`config.mk`:
```
export PLATFORM = sky130hd
export DESIGN_NAME = instruction_fetch_unit
export DESIGN_NICKNAME = d
export VERILOG_FILES = /design/src/rtl/instruction_fetch_unit.sv
export SDC_FILE = /design/constraint.sdc
export NUM_CORES = 1
export LEC_CHECK = 0
export CORE_UTILIZATION = 62
export CTS_BUF_LIST = sky130_fd_sc_hd__clkbuf_16
export CTS_CLUSTER_SIZE = 12
export DETAILED_ROUTE_END_ITERATION = 10
export DONT_BUFFER_PORTS = 1
export HOLD_SLACK_MARGIN = 0.06
export PLACE_DENSITY = 0.75
export SLEW_MARGIN = 15
export SYNTH_ARGS = -nofsm -noshare
export SYNTH_HDL_FRONTEND = slang
export SYNTH_SLANG_ARGS = --single-unit
export TNS_END_PERCENT = 1
```
`constraint.sdc`:
```
create_clock -name Clock -period 6.51 [get_ports Clock]
set_input_delay 0.9765 -clock Clock [delete_from_list [all_inputs] [get_ports Clock]]
set_output_delay 0.9765 -clock Clock [all_outputs]
set_load 0.005 [all_outputs]
```
`src/rtl/instruction_fetch_unit.sv`:
```
// Instruction fetch unit: starts a thread on an entry-point trigger and streams sequential
// instructions from a synchronous ROM to the decoder through a 2-entry buffer.
module instruction_fetch_unit #(
  parameter int unsigned ROM_ADDRESS_WIDTH = 16,
  parameter int unsigned INSTRUCTION_WIDTH = 64,
  parameter int unsigned FIFO_DEPTH        = 2
) (
  input  logic                         Clock,
  input  logic                         Reset,
  input  logic                         iTrigger,
  input  logic [ROM_ADDRESS_WIDTH-1:0] iEntryPoint,
  input  logic [INSTRUCTION_WIDTH-1:0] iIMemData,
  input  logic                         iDecodeReady,
  input  logic                         iBranchTaken,
  input  logic [ROM_ADDRESS_WIDTH-1:0] iBranchTarget,
  input  logic                         iHalt,
  output logic                         oIMemRead,
  output logic [ROM_ADDRESS_WIDTH-1:0] oIMemAddr,
  output logic [INSTRUCTION_WIDTH-1:0] oInstruction,
  output logic [ROM_ADDRESS_WIDTH-1:0] oInstructionPC,
  output logic                         oInstructionValid,
  output logic                         oIFU_Busy
);

  localparam int unsigned AW    = ROM_ADDRESS_WIDTH;
  localparam int unsigned IW    = INSTRUCTION_WIDTH;
  localparam int unsigned CNT_W = 2;

  typedef enum logic {IDLE, RUN} state_t;

  typedef struct packed {
    logic [AW-1:0] pc;
    logic [IW-1:0] data;
  } entry_t;

  state_t           state;
  logic [AW-1:0]    pc;
  logic [AW-1:0]    pc_pipe;
  logic             inflight;
  logic             drop;
  logic [CNT_W-1:0] count;
  entry_t           fifo0;
  entry_t           fifo1;

  logic   running;
  logic   halt_c;
  logic   branch_c;
  logic   flush;
  logic   pop;
  logic   push;
  logic   rd;
  entry_t new_entry;

  // Read issue keeps buffered + in-flight words within the two buffer slots.
  always_comb begin
    running   = (state == RUN);
    halt_c    = running & iHalt;
    branch_c  = running & iBranchTaken & ~iHalt;
    flush     = halt_c | branch_c;
    pop       = oInstructionValid & iDecodeReady;
    push      = inflight & ~drop & ~flush;
    rd        = running & ~flush &
                (({1'b0, count} + 3'(inflight)) < (3'd2 + 3'(pop)));
    new_entry = '{pc: pc_pipe, data: iIMemData};
  end

  assign oIMemRead         = rd;
  assign oIMemAddr         = rd ? pc : '0;
  assign oInstruction      = fifo0.data;
  assign oInstructionPC    = fifo0.pc;
  assign oInstructionValid = (count != '0);
  assign oIFU_Busy         = running;

  always_ff @(posedge Clock or negedge Reset) begin
    if (!Reset) begin
      state    <= IDLE;
      pc       <= '0;
      pc_pipe  <= '0;
      inflight <= 1'b0;
      drop     <= 1'b0;
      count    <= '0;
      fifo0    <= '0;
      fifo1    <= '0;
    end else begin
      inflight <= rd;
      drop     <= flush & inflight;
      if (rd) begin
        pc_pipe <= pc;
        pc      <= pc + AW'(1);
      end

      case (state)
        IDLE: begin
          if (iTrigger) begin
            state <= RUN;
            pc    <= iEntryPoint;
          end
        end
        RUN: begin
          if (iHalt) state <= IDLE;
          else if (iBranchTaken) pc <= iBranchTarget;
        end
        default: state <= IDLE;
      endcase

      // Shift-register buffer: fifo0 is always the head.
      if (flush) begin
        count <= '0;
      end else begin
        case ({push, pop})
          2'b01: begin
            fifo0 <= fifo1;
            count <= count - CNT_W'(1);
          end
          2'b10: begin
            if (count == '0) fifo0 <= new_entry;
            else             fifo1 <= new_entry;
            count <= count + CNT_W'(1);
          end
          2'b11: begin
            if (count == CNT_W'(FIFO_DEPTH)) begin
              fifo0 <= fifo1;
              fifo1 <= new_entry;
            end else begin
              fifo0 <= new_entry;
            end
          end
          default: ;
        endcase
      end
    end
  end

endmodule

```
* Yosys cells after proc, flatten, opt, wreduce, memory -nomap -nowiden *
Cells that the tools add are included.

word-level totals
  bits in registers = 197
  logic and storage cells = 61
  bits of input ports = 102

cells by class
  bitwise gates (word level) = 14
  reduce and logical (&&, ||, !) cells = 7
  equal/unequal tests = 7
  mux-type cells = 17
  add/sub/neg operators = 5
  $lt $le $gt $ge = 1

operators with widths
  kind                   count
  $mux 80                4
  $pmux 80 s3            1
  $pmux 80 s2            1
  $mux 16                5
  $pmux 16 s2            1
  $add 16x1->16 const B  1
  $and 1x1->1            9
  $eq 2x2->1 const B     3
  $ne 2x2->1 const B     3
  $reduce_bool 3->1      2
  $not 1->1              4
  $pmux 2 s2             1
  $reduce_and 4->1       1
  $reduce_bool 2->1      2
  $add 2x1->3            1
  $add 2x1->3 const A    1
  $lt 3x3->1             1
  $reduce_and 3->1       1
  $add 2x1->2 const B    1
  $eq 2x1->1 const B     1
  $logic_not 2->1        1
  $mux 1                 2
  $mux 2                 1
  $pmux 1 s2             1
  other kinds (2)        2

* Depth between registers and ports, before layout *
Gate-level depths: netlist of run 1.

  depth in word-level cells = 10
  depth in mapped cells = 10

* Worst setup path after synthesis of run 1 *
No wires, ideal clock.

  kind = input port to output port
  start point = in iHalt
  end point = out oIMemAddr[0]
  stages on the path = 5
  arrival = 2000 ps
  data required time = 5534 ps
  slack = 3533 ps
  path buffers = 2
  path through = nor4b_4 and2_1 buf_4 buf_4 ha_1

between the ends
  cells in the longest elaborated chain, start to end = 7
  elaborated cells between the ends (all ways) = 8

RTL lines
  element                        RTL line  source
  start, declared                16        input logic iHalt,
  $not 1->1                      58        branch_c = running & iBranchTaken & ~iHalt;
  $and 1x1->1                    58
  $or 1x1->1 (*)                 59        flush = halt_c | branch_c;
  $not 1->1 (no line) (*)        --
  $and 1x1->1 (*) (2 in series)  62        rd = running & ~flush &
  via oIMemRead                  17        output logic oIMemRead,
  $mux 16 (*)                    68        assign oIMemAddr = rd ? pc : '0;
  end, declared                  18        output logic [ROM_ADDRESS_WIDTH-1:0] oIMemAddr,

The timed path passes the listed nets; every way through them passes the cells marked *.

* Final worst setup path of run 1 *
  start point = reg count[0]
  end point = out oIMemRead

between the ends
  cells in the longest elaborated chain, start to end = 5
  elaborated cells between the ends (all ways) = 6

RTL lines
  element                 RTL line  source
  start, declared         41        logic [CNT_W-1:0] count;
  start signal, assigned  113       count <= count - CNT_W'(1);
  start signal, assigned  118       count <= count + CNT_W'(1);
  $reduce_bool 2->1       71        assign oInstructionValid = (count != '0);
  $and 1x1->1             60        pop = oInstructionValid & iDecodeReady;
  $add 2x1->3             63        (({1'b0, count} + 3'(inflight)) < (3'd2 + 3'(pop)));
  $lt 3x3->1 (*)          63
  $and 1x1->1 (*)         62
  end, declared           17

Every way passes the cells marked *; elsewhere a longest branch is shown, timed or not.

==> run_results.csv, run 1 <==
group,metric,value,unit
outcome,status,"complete, no violations",
synthesis,synth_area_leaders,"dfrtp_1, mux2_2, mux2i_1",
global_routing,grt_antenna_before_repair,0,
sta,drv_slew,0,
clock_network,cts_hold_buf,0,
route,wl,16.8,mm
clock_network,cts_setup_buffers,0,
sta,rsz0062_at_grt,"no",
layout,antennaDiodeCount,0,
global_routing,grt_pass1_wl,27.2,mm
route,vias,5292,
pwr,p_leak,4.64,nW
synthesis,netlist-cell-type-count,40,
synthesis,synth_top_area_cell,"dfrtp_1",
sta,holdWs,247,ps
synthesis,syn_inst,709,
synthesis,synth_top_area_share,0.572,
floorplan,rows,42,
sta,setup_tns,0,ps
placement,dp_hpwl,11.0,mm
layout,synthToLayoutAreaGrowth,7.36,%
clock_network,cts_resized,0,
setup_path,r2r_setup_slack,3400,ps
layout,nNetsFinal,792,
synthesis,synth_common_cells,"dfrtp_1, mux2_2, a21oi_1",
route,route.detailed.drc,0,
setup_path,startpoint,"count[0]$_DFFE_PN0P_",
synthesis,async_reset_ff_frac,1.00,
synthesis,ys_seq_elements,197,
worst_hold_path,hold_path_class,"in -> async",
clock_network,cts_buffers,17,
pwr,power_density,405,mW/mm^2
synthesis,synth.cell_area,0.00862,sq mm
synthesis,syn_area_per_cell,12.2,sq um
floorplan,io_pins,201,
clock_network,root_buffer,"clkbuf_16",
route,wl_per_cell,19.2,um
setup_path,r2r_start,"inflight$_DFF_PN0_",
route,viasPerCell,6.07,
floorplan,start_util,0.643,
sta,timing.slew.headroom,0.268,
job,max_cap_violations,0,
setup_path,cp.arrival,2570,ps
sta,tightest_slew,1100,ps
route,firstDrtPassIters,4,
sta,min_period,3550,ps
clock_network,path_clk_slew,60,ps
setup_path,critical_path_class,"reg -> out",
placement,portBuffers,0,
global_routing,track_usage,0.245,
route,drtIter0Drc,330,
setup_path,reg2reg_depth,7,
setup_path,crit_fanout,22,
global_routing,grt_max_degree,198,
floorplan,die-area,0.0144,sq mm
setup_path,reg2reg_to,"oInstruction[9]$_DFFE_PN0P_",
floorplan,die_w,120,um
sta,finalSetupViolations,0,
clock_network,clockBufferDepth,2,
pwr,p_total,3.74,mW
setup_path,cp-end-kind,"primary output",
clock_network,cts_tree,"built",
synthesis,yosysSeqAreaShare,0.572,
floorplan,floorplan.core_area,0.0134,sq mm
synthesis,yosys.cell_count.top_type,"dfrtp_1",
global_routing,grt_pass1_vias,5410,
synthesis,ys.flop_type,"dfrtp_1",
sta,hold_violations,0,
synthesis,syn_nets,815,
clock_network,htreeDepth,4,
route,ant_nets,0,
floorplan,die_h,120,um
pwr,vdd_ir_drop_max,0.194,mV
clock_network,clock-sinks,197,
sta,period_share,0.545,
synthesis,yosys_warnings,0,
sta,finClkSkew,8.31,ps
setup_path,crit_path_start_kind,"flop",
global_routing,grt_overflow,0,
synthesis,synth-edff-count,0,
clock_network,clock_latency,420,ps
sta,max_freq,282,MHz
setup_path,crit_required,5530,ps
placement,gp_congestion,0.871,
layout,drive_gt1_frac,0.190,
## worst max-delay path: stages (launching register included)
cell and delay, ps:
dfrtp_1 420, ha_1 200, ha_1 220, nor4b_4 780, and2_1 250, buf_4 270
## metrics by stage
| stage | instances | setup slack (ps) | util | area, sq um |
|---|---|---|---|---|
| finish | 872 | 2960 | 0.690 | 9250 |
| global route | 872 | 2760 | 0.690 | 9250 |
| CTS | 872 | 2950 | 0.690 | 9250 |
| detailed placement | 843 | 3220 | 0.649 | 8700 |
| global placement | 843 | 3300 | 0.649 | 8700 |
| floorplan | 709 | 3530 | - | 8620 |
## layer usage
layer  up-vias  part of all wire  GRT usage
li1       2476                 -          -
met1      2640              0.42      0.303
met2       152              0.49      0.404
met3        24             0.067     0.0779
met4         0             0.019     0.0898
met5         -                 0          0
## where the power goes
part	internal (mW)	switching, mW	total [mW]	leakage, nW
clock	0.586	0.410	0.996	0.289
combinational	0.364	0.317	0.681	1.88
sequential	1.69	0.378	2.07	2.47
total	2.64	1.11	3.74	4.64
## layout make-up
class                           instances  area (sq um)
Sequential cell                       197          4930
Clock buffer                           17           425
Tap cell                              176           220
Multi-Input combinational cell        460          3490
Inverter                                4          15.0
Clock inverter                         12           126
Timing Repair Buffer                    6          45.0
Fill cell                             989          4150
## worst max-delay path by stage
| stage | slack (ps) | to | cells past startpoint |
|---|---|---|---|
| after floorplan | 3530 | oIMemAddr[0] | 5 |
| after global placement | 3300 | oIMemRead | 3 |
| after detailed placement | 3220 | oIMemRead | 3 |
| after CTS | 2950 | oIMemRead | 5 |
| after global routing | 2760 | oIMemRead | 5 |
| final | 2960 | oIMemRead | 5 |
## flip-flops by register name, summed over array words and instances, names as in the netlist
register        count
oInstruction       64
oInstructionPC     16
pc                 16
pc_pipe            16
fifo1              80
oIFU_Busy           1
count               2
drop                1
inflight            1
## kinds of logic (layout without fill, tap and decap cells)
kind of cell	Yosys count	count (layout)	synth area share
multiplexers	177	177	0.220
flip-flops	197	197	0.572
AO/OA/AOI/OAI	126	126	0.0804
adder cells (fa/ha/maj)	4	4	0.00581
AND/OR/NAND/NOR	138	138	0.0791
buffers and inverters	52	39	0.0277
XOR/XNOR	15	15	0.0152
## cell usage in the layout (no fill, tap or decap), drive strengths merged, types with 5 or more instances in the layout
master | synthesis | layout
mux2 | 96 | 96
nor2 | 82 | 82
nand2 | 5 | 5
o21ai | 20 | 20
a22oi | 15 | 15
xnor2 | 10 | 10
buf | 32 | 6
xor2 | 5 | 5
nand4 | 6 | 6
dfrtp | 197 | 197
clkbuf | 16 | 17
a21oi | 83 | 83
mux2i | 81 | 81
nand3 | 6 | 6
and3 | 18 | 18
inv | 4 | 9
No activity file was read; power rests on OpenSTA's default activity.
==> run 2, diff against run 1 <==
CORE_UTILIZATION = 57   (was 62)
PLACE_DENSITY = 0.72   (was 0.75)
clock period = 3.05 ns   (was 6.51 ns; I/O delays follow)
==> run_results.csv, run 2 (same netlist as run 1, synthesis figures left out) <==
group,metric,value,unit
layout,drive_gt1_frac,0.194,
layout,multiInputGateArea,0.00349,sq mm
setup_path,worst_path_most_repeated_cell,"buf_4",
floorplan,rows,44,
layout,largest_register_ffs,80,
clock_network,cts_resized,0,
layout,final_util,0.639,
sta,drv_slew,0,
sta,hold_violations,197,
layout,regMostFlops,"fifo1",
sta,timing.slew.headroom,0.538,
setup_path,reg2reg_depth,7,
sta,finalSetupViolations,0,
pwr,p_int,5.65,mW
placement,placed_cells,853,
sta,period_share,0.867,
setup_path,reg2reg_to,"pc_pipe[0]$_DFFE_PN0N_",
pwr,vdd_ir_drop_max,0.428,mV
placement,portBuffers,0,
clock_network,htreeDepth,4,
layout,final_common_cell,"dfrtp_1",
setup_path,slowest_delay,420,ps
clock_network,clockBufferDepth,2,
clock_network,path_clk_slew,70,ps
pwr,p_leak,4.67,nW
outcome,status,"complete, but fails checks",
floorplan,die_h,125,um
sta,min_period,2640,ps
layout,synthToLayoutAreaGrowth,8.52,%
worst_hold_path,hold_path_class,"in -> async",
layout,instances_no_fill,885,
setup_path,crit_required,2590,ps
setup_path,path_delay_family,"buffers and inverters",
route,vias,5328,
pwr,combPwrFrac,0.180,
pwr,sequentialPowerShare,0.549,
global_routing,grt_antenna_before_repair,0,
floorplan,die-area,0.0156,sq mm
route,viasPerCell,6.02,
sta,rsz0062_at_grt,"no",
layout,fin_area,0.00935,sq mm
placement,dp_hpwl,11.1,mm
global_routing,grt_max_degree,198,
layout,layout_common_cells,"dfrtp_1, mux2_2, nor2_1, a21oi_1, mux2i_1",
route,wl,16.6,mm
global_routing,grt_pass1_wl,27.4,mm
clock_network,clock_latency,430,ps
sta,holdWs,-283,ps
setup_path,crit_path_start_kind,"flop",
global_routing,track_usage,0.225,
layout,regArea,0.00493,sq mm
floorplan,start_util,0.588,
pwr,switching_share,0.295,
setup_path,r2r_setup_slack,810,ps
setup_path,critical_path_class,"reg -> out",
route,route.detailed.drc,28,
placement,gp_congestion,0.835,
setup_path,worst-path-buf-inv,2,
setup_path,cp-end-kind,"primary output",
route,drtIter0Drc,409,
clock_network,root_buffer,"clkbuf_16",
route,wl_per_cell,18.8,um
pwr,p_switching,2.36,mW
floorplan,io_pins,201,
outcome,failed_checks,"DRC, hold timing",
setup_path,path_cells,"ha_1 > nand2b_1 > o21ai_0 > buf_4 > and2_1 > buf_4",
sta,max_freq,378,MHz
floorplan,die_w,125,um
setup_path,cp.arrival,2190,ps
placement,postPlaceCellArea,0.00877,sq mm
sta,tightest_slew,692,ps
setup_path,cp_slowest_cell,"dfrtp_1",
setup_path,crit_fanout,21,
pwr,clockPowerShare,0.272,
pwr,power_density,857,mW/mm^2
route,ant_nets,0,
global_routing,grt_pass1_vias,5412,
route,firstDrtPassIters,8,
layout,nNetsFinal,794,
pwr,p_total,8.01,mW
global_routing,grt_overflow,0,
sta,setup_tns,0,ps
clock_network,cts_setup_buffers,0,
layout,fill_cells,1081,
clock_network,cts_buffers,17,
setup_path,r2r_start,"count[0]$_DFFE_PN0P_",
layout,antennaDiodeCount,0,
clock_network,cts_tree,"built",
sta,finClkSkew,6.46,ps
floorplan,floorplan.core_area,0.0146,sq mm
job,max_cap_violations,0,
clock_network,clock-sinks,197,
run 2: cell type report:
class | instances | area share
Clock buffer | 17 | 0.0455
Clock inverter | 15 | 0.0162
Inverter | 4 | 0.00161
Multi-Input combinational cell | 460 | 0.373
Sequential cell | 197 | 0.527
Tap cell | 184 | 0.0246
Timing Repair Buffer | 8 | 0.0118
run 2: worst max-delay path by stage:
stage                               startpoint                     end  slack, ps  depth (start not counted)
after floorplan           count[0]$_DFFE_PN0P_         pc[0]$_DFF_PN0_        730                         10
after global placement    count[0]$_DFFE_PN0P_         pc[0]$_DFF_PN0_        890                          9
after detailed placement  count[0]$_DFFE_PN0P_  pc_pipe[8]$_DFFE_PN0N_        830                          6
after CTS                 count[0]$_DFFE_PN0P_               oIMemRead        380                          5
after global routing      count[0]$_DFFE_PN0P_               oIMemRead        270                          6
final                     count[0]$_DFFE_PN0P_               oIMemRead        410                          6
run 2: layer usage:
layer	vias to the layer above	GRT usage	wire (um)
met3	25	0.0809	1420
met2	186	0.370	8190
li1	2470	-	-
met1	2647	0.268	6730
met5	-	0	0
met4	0	0.0954	310
run 2: metrics by stage:
step	hold WS (ps)	worst slack, ps
after detailed placement	166	825
after global routing	-302	266
after floorplan	162	732
final	-283	407
after global placement	166	893
after CTS	-303	385
run 2: power by group through the flow:
stage	Combinational [mW]	Sequential [mW]	Clock (mW)
floorplan	1.24	4.16	0
global placement	1.35	4.40	0
detailed placement	1.45	4.46	0
CTS	1.46	4.41	2.23
global route	1.65	4.53	2.32
finish	1.44	4.40	2.18
